<file path="config.mk">
export PLATFORM = sky130hd
export DESIGN_NAME = rbus_demux1ton
export DESIGN_NICKNAME = d
export VERILOG_FILES = /design/src/rtl/rbus_demux1ton.sv
export SDC_FILE = /design/constraint.sdc
export NUM_CORES = 2
export LEC_CHECK = 0
export CAP_MARGIN = 20
export CORE_ASPECT_RATIO = 0.9
export CORE_MARGIN = 4
export CORE_UTILIZATION = 30
export CTS_CLUSTER_DIAMETER = 150
export DETAILED_ROUTE_END_ITERATION = 7
export GPL_ROUTABILITY_DRIVEN = 0
export PLACE_DENSITY = 0.49
export SKIP_LAST_GASP = 1
export SYNTH_ARGS = -nofsm -noshare
export SYNTH_HDL_FRONTEND = slang
export SYNTH_SLANG_ARGS = --single-unit
</file>
<file path="constraint.sdc">
create_clock -name clk -period 6.9 [get_ports clk]
set_input_delay 1.035 -clock clk [delete_from_list [all_inputs] [get_ports clk]]
set_output_delay 1.035 -clock clk [all_outputs]
set_load 0.02 [all_outputs]
</file>
<file path="src/rtl/rbus_demux1ton.sv">
// rtl/rbus_demux1ton.sv - rbus 1-to-N packet demultiplexer with shared input packet buffer
//
// Purpose: buffers whole rbus packets arriving on a single input stream and
// routes each one to the output port named in its header destination field,
// honouring the per-VC ready of the selected downstream port.
//
// Ports:
//   clk, rst          clock, asynchronous active-low reset
//   i_stb/i_sof/i_data  input word valid, header marker, 72-bit word
//   i_rdy, i_rdyE     per-VC ready to upstream (both VCs share the buffer)
//   o_stb/o_sof/o_data  per-port registered output word valid, header marker, word
//   o_rdy             per-port per-VC ready from downstream
//   o_rdyE            per-port event ready, not used
//   ff_err            sticky protocol / overflow / bad-destination error

module rbus_demux1ton #(
  parameter int N          = 2,
  parameter int DST_LSB    = 56,
  parameter int LEN_LSB    = 60,
  parameter int VC_BIT     = 71,
  parameter int FIFO_DEPTH = 32
) (
  input  logic                 clk,
  input  logic                 rst,
  input  logic                 i_stb,
  input  logic                 i_sof,
  input  logic [71:0]          i_data,
  output logic [1:0]           i_rdy,
  output logic [1:0]           i_rdyE,
  output logic [N-1:0]         o_stb,
  output logic [N-1:0]         o_sof,
  output logic [N-1:0][71:0]   o_data,
  input  logic [N-1:0][1:0]    o_rdy,
  input  logic [N-1:0][1:0]    o_rdyE,
  output logic                 ff_err
);

  localparam int AW = $clog2(FIFO_DEPTH);
  localparam int CW = AW + 2;

  typedef enum logic [1:0] {S_IDLE, S_WAIT, S_SEND, S_DROP} state_t;

  // Packet buffer
  logic [71:0]   r_mem [FIFO_DEPTH];
  logic [AW-1:0] r_wptr, r_rptr;
  logic [AW:0]   r_count;
  logic [AW:0]   w_cnt_nxt;
  logic          w_full, w_empty, w_wr, w_pop;
  logic [71:0]   w_head;

  // Input checker
  logic [3:0]    r_in_rem, w_rem_nxt;
  logic          w_in_err;
  logic [CW-1:0] w_used;
  logic [1:0]    r_rdy;

  // Output FSM
  state_t          r_state;
  logic [3:0]      r_dst, r_cnt;
  logic            r_vc, r_first;
  logic [N-1:0]    r_stb, r_sof;
  logic [N-1:0][71:0] r_data;
  logic [3:0]      w_hdr_dst, w_hdr_len;
  logic            w_hdr_vc, w_hdr_ok, w_hdr_rdy, w_cur_rdy, w_drop_go;
  logic            r_err;
  logic            w_unused_rdye;

  assign w_unused_rdye = ^o_rdyE;

  assign w_full  = (r_count == (AW+1)'(FIFO_DEPTH));
  assign w_empty = (r_count == '0);
  assign w_wr    = i_stb && !w_full;
  assign w_head  = r_mem[r_rptr];
  assign w_cnt_nxt = r_count + (AW+1)'(w_wr) - (AW+1)'(w_pop);

  always_ff @(posedge clk) begin
    if (w_wr) r_mem[r_wptr] <= i_data;
  end

  always_ff @(posedge clk or negedge rst) begin
    if (!rst) begin
      r_wptr  <= '0;
      r_rptr  <= '0;
      r_count <= '0;
    end else begin
      if (w_wr)  r_wptr <= r_wptr + 1'b1;
      if (w_pop) r_rptr <= r_rptr + 1'b1;
      r_count <= w_cnt_nxt;
    end
  end

  // in_rem tracks words still owed by the packet in progress; those words are
  // reserved when deciding whether another full-size packet fits.
  always_comb begin
    w_rem_nxt = r_in_rem;
    w_in_err  = 1'b0;
    if (i_stb) begin
      if (i_sof) begin
        w_in_err  = (r_in_rem != 4'd0);
        w_rem_nxt = i_data[LEN_LSB +: 4];
      end else if (r_in_rem == 4'd0) begin
        w_in_err  = 1'b1;
      end else begin
        w_rem_nxt = r_in_rem - 4'd1;
      end
      if (w_full) w_in_err = 1'b1;
    end
  end

  // Ready is computed from the post-edge occupancy so the registered value
  // already accounts for a header accepted on the same edge.
  assign w_used = CW'(w_cnt_nxt) + CW'(w_rem_nxt);

  always_ff @(posedge clk or negedge rst) begin
    if (!rst) begin
      r_in_rem <= '0;
      r_rdy    <= 2'b00;
    end else begin
      r_in_rem <= w_rem_nxt;
      r_rdy    <= (w_used <= CW'(FIFO_DEPTH - 16)) ? 2'b11 : 2'b00;
    end
  end

  assign i_rdy  = r_rdy;
  assign i_rdyE = r_rdy;

  // Destination is read as the full 4-bit field so encodings beyond N are
  // caught and dropped instead of aliasing onto a real port.
  assign w_hdr_dst = (N == 1) ? 4'd0 : w_head[DST_LSB +: 4];
  assign w_hdr_len = w_head[LEN_LSB +: 4];
  assign w_hdr_vc  = w_head[VC_BIT];
  assign w_hdr_ok  = ({1'b0, w_hdr_dst} < 5'(N));

  always_comb begin
    w_hdr_rdy = 1'b0;
    w_cur_rdy = 1'b0;
    for (int p = 0; p < N; p++) begin
      if (w_hdr_dst == 4'(p)) w_hdr_rdy = o_rdy[p][w_hdr_vc];
      if (r_dst == 4'(p))     w_cur_rdy = o_rdy[p][r_vc];
    end
  end

  assign w_pop     = ((r_state == S_SEND) || (r_state == S_DROP)) && !w_empty;
  assign w_drop_go = (r_state == S_IDLE) && !w_empty && !w_hdr_ok;

  always_ff @(posedge clk or negedge rst) begin
    if (!rst) begin
      r_state <= S_IDLE;
      r_dst   <= '0;
      r_vc    <= 1'b0;
      r_cnt   <= '0;
      r_first <= 1'b0;
      r_stb   <= '0;
      r_sof   <= '0;
      r_data  <= '0;
    end else begin
      r_stb  <= '0;
      r_sof  <= '0;
      r_data <= '0;
      case (r_state)
        S_IDLE: begin
          if (!w_empty) begin
            r_dst   <= w_hdr_dst;
            r_vc    <= w_hdr_vc;
            r_cnt   <= w_hdr_len;
            r_first <= 1'b1;
            if (!w_hdr_ok)      r_state <= S_DROP;
            else if (w_hdr_rdy) r_state <= S_SEND;
            else                r_state <= S_WAIT;
          end
        end
        S_WAIT: begin
          if (w_cur_rdy) r_state <= S_SEND;
        end
        S_SEND: begin
          if (w_pop) begin
            for (int p = 0; p < N; p++) begin
              if (r_dst == 4'(p)) begin
                r_stb[p]  <= 1'b1;
                r_sof[p]  <= r_first;
                r_data[p] <= w_head;
              end
            end
            r_first <= 1'b0;
            if (r_cnt == 4'd0) r_state <= S_IDLE;
            else               r_cnt   <= r_cnt - 4'd1;
          end
        end
        S_DROP: begin
          if (w_pop) begin
            if (r_cnt == 4'd0) r_state <= S_IDLE;
            else               r_cnt   <= r_cnt - 4'd1;
          end
        end
        default: r_state <= S_IDLE;
      endcase
    end
  end

  always_ff @(posedge clk or negedge rst) begin
    if (!rst)                       r_err <= 1'b0;
    else if (w_in_err || w_drop_go) r_err <= 1'b1;
  end

  assign o_stb  = r_stb;
  assign o_sof  = r_sof;
  assign o_data = r_data;
  assign ff_err = r_err;

endmodule

</file>
==> out/summary.txt <==
status: finished, final reports clean
Setup Skew: 0.0600 ns
largest net degree at the start of global routing: 109
share of layout cells above drive strength 1: 0.281
Syn Inst Count: 3,874
Vias/cell: 4.88
Setup TNS Final: 0 ns
drt first-iter violations: 3,542
crit path max fanout: 33
most frequent cells in the layout: 2,304 x edfxtp_1, 705 x mux4_2, 297 x clkbuf_16, 231 x clkdlybuf4s50_1, 179 x dfrtp_1
P_sw: 13.6 mW
VDD IR-drop max: 321 µV
Root Buffer: clkbuf_16
startpoint types: flip-flop
pwr dens: 406 nW/µm²
post-CTS sizing: 0
# IOs: 237
DRC: 0
Antenna Nets Post-Route: 0
Comb power frac: 0.287
mapped cell area: 93,600 µm²
Achievable Freq: 231 MHz
asr flop ratio synth: 0.0732
class of the most critical setup path: reg2reg
count of pins over their slew limit: 0
GRT Total Usage: 0.150
Worst-Skew Late Latency: 0.88 ns
Pwr Total: 45.2 mW
slew margin rel.: 0.246
Post-synth EDFFs: 2,304
Detailed Routing Iterations Pass 1: 5
Slew @ Worst Pin: 1.10 ns
fin crit share: 0.627
leakage power: 35.4 nW
die span in x: 597 µm
CTS Buf Count: 275
Post-Route WL: 245,000 µm
CTS max path bufs: 4
RSZ-0062 raised after global routing: no
Hold Path Class: in2async
drt wl/cell: 28.2 µm
distinct cell type count after synthesis: 53
critical path arrival: 5.03 ns
commonest non-fill, non-tap cell in the layout: edfxtp_1
core area: 310,000 µm²
# clock sinks: 2,486
Syn. warnings: 0
first-pass GRT wire length: 344,000 µm
fillers: 28.3k
Post-CTS Hold Fix Bufs: 0
Final nets: 4,454
CTS H-tree lvls: 5
clock share of power: 0.310
area of the multi-input gates: 19,000 µm²
vias in the first global route: 44.1k
post-place instance area: 102,000 µm²
Flop pwr share: 0.403
initial antenna violation count: 26
die height: 538 µm
dpl hpwl: 130,000 µm
Reg area: 73,800 µm²
IO buf count: 232
max-cap viol count: 0
register area share after synthesis: 0.788
Critical Path RT: 7.61 ns
total grt overflow: 0
Reg clk slew, reported paths: 0.06 ns
Post-CTS Setup Repair Bufs: 0
Int Pwr: 31.6 mW
die area: 321,000 µm²
syn_area_per_cell: 24.2 µm²
Synth Flop Type: edfxtp_1
Setup-failing EPs final: 0
Area Growth Syn to Fin: 18.9%
switch share: 0.301
row count: 194
Final Hold Viols: 0
crit path time final: 4.33 ns
flops & latches, synth: 2,486
Post-Syn Nets: 3,980
post-route cell area: 111,000 µm²
initial core utilization: 0.302
crit end category: flip-flop
vias: 42.4k
CTS tree: yes
-- logic make-up after synthesis --
group / count (synthesis) / share of synthesized area
simple gates: 265 / 0.0119
buf+inv: 220 / 0.0115
mux: 798 / 0.180
compound gates: 71 / 0.00507
flops: 2486 / 0.788
xor+xnor: 12 / 0.00112
fa+ha+maj: 22 / 0.00310
-- per-layer routing --
metal  GRT usage  part of all wire
met1       0.214              0.44
met3      0.0236             0.056
met2       0.241              0.48
met5           0           0.00019
met4      0.0383             0.024
-- power by group through the flow --
stage	registers, mW	clock network [mW]	logic, mW
6_report	18.2	14.0	13.0
5_1_grt	18.3	15.0	13.9
4_1_cts	18.2	14.4	13.4
3_5_place_dp	18.5	0	13.3
3_3_place_gp	18.5	0	13.3
2_1_floorplan	18.6	0	8.33
-- cells in the mapped netlist, types with 2 or more instances --
cell type  instances  area share
or3b_2             2     0.00019
or2_2              3     0.00020
inv_1             20     0.00080
nand3_1            7     0.00037
buf_6              9      0.0011
xor2_1             5     0.00047
a22o_1             5     0.00047
nand2b_1           6     0.00040
buf_2             48      0.0026
nor3_1             6     0.00032
nor3b_1            3     0.00024
o21ai_0           21      0.0011
fa_1               2     0.00043
nand4_1            4     0.00027
a21oi_1           11     0.00059
nand3b_1           4     0.00032
o21a_1             2     0.00016
and2_1             4     0.00027
xnor2_1            7     0.00065
a22oi_1            2     0.00016
buf_1             19     0.00076
nand2_1           32      0.0013
mux2i_1           90      0.0096
nor2b_1            2     0.00013
nor2_1           185      0.0074
clkbuf_1          91      0.0036
mux2_2             3     0.00036
o221ai_1           4     0.00037
a211oi_1           2     0.00016
mux4_2           705        0.17
ha_1              20      0.0027
nor4_1             2     0.00013
edfxtp_1        2304        0.74
o21bai_1           3     0.00024
a21o_1             2     0.00016
buf_4             32      0.0026
dfrtp_1          182       0.049
o22ai_1            6     0.00040
a211o_1            2     0.00019
or3_1              4     0.00027
-- registers in the layout, summed over array words and instances, names as in the netlist --
signal,count
r_mem,2304
o_data,144
r_count,6
r_rptr,5
r_wptr,5
r_cnt,4
r_dst,4
r_in_rem,4
o_sof,2
o_stb,2
r_state,2
ff_err,1
i_rdy,1
r_first,1
r_vc,1
-- final cells by class --
type,count,share of cell area
Sequential cell,2486,0.663
Multi-Input combinational cell,1168,0.171
Inverter,21,0.000843
Clock inverter,123,0.00914
Timing Repair Buffer,396,0.0421
Clock buffer,370,0.0676
Antenna cell,6,0.000135
Tap cell,4116,0.0463
-- path summary, 6_finish.rpt --
path | startpoint | slack (ns) | depth (start not counted) | end
setup / recovery | r_rptr[0] | 2.57 | 8 | r_state[0]
hold / removal | rst | 0.10 | 1 | o_data[129]
setup reg to reg | r_rptr[0] | 2.57 | 8 | r_state[0]
hold reg to reg | r_dst[2] | 0.49 | 2 | r_dst[2]
max in group asynchronous | rst | 5.54 | 2 | o_data[26]
min in group clk | r_dst[2] | 0.49 | 2 | r_dst[2]
-- worst max-delay path, stage by stage (launching register included) --
cell and delay (ns):
dfrtp_4 0.96, buf_4 0.54, mux4_2 0.57, a32o_1 0.28, nor4_1 0.66, a41o_1 0.33, mux2i_1 0.11, mux2i_1 0.50
a31oi_1 0.19
-- per-stage QoR --
stage,hold WS [ns],cells,worst slack (ns),utilization
detailed placement,0.481,8146,1.93,0.328
CTS,0.0871,8639,2.54,0.355
global route,0.143,8681,2.32,0.358
finish,0.103,8686,2.57,0.358
floorplan,0.451,3874,1.40,-
global placement,0.466,8142,1.72,0.327
No activity file was read; power rests on OpenSTA's default activity.
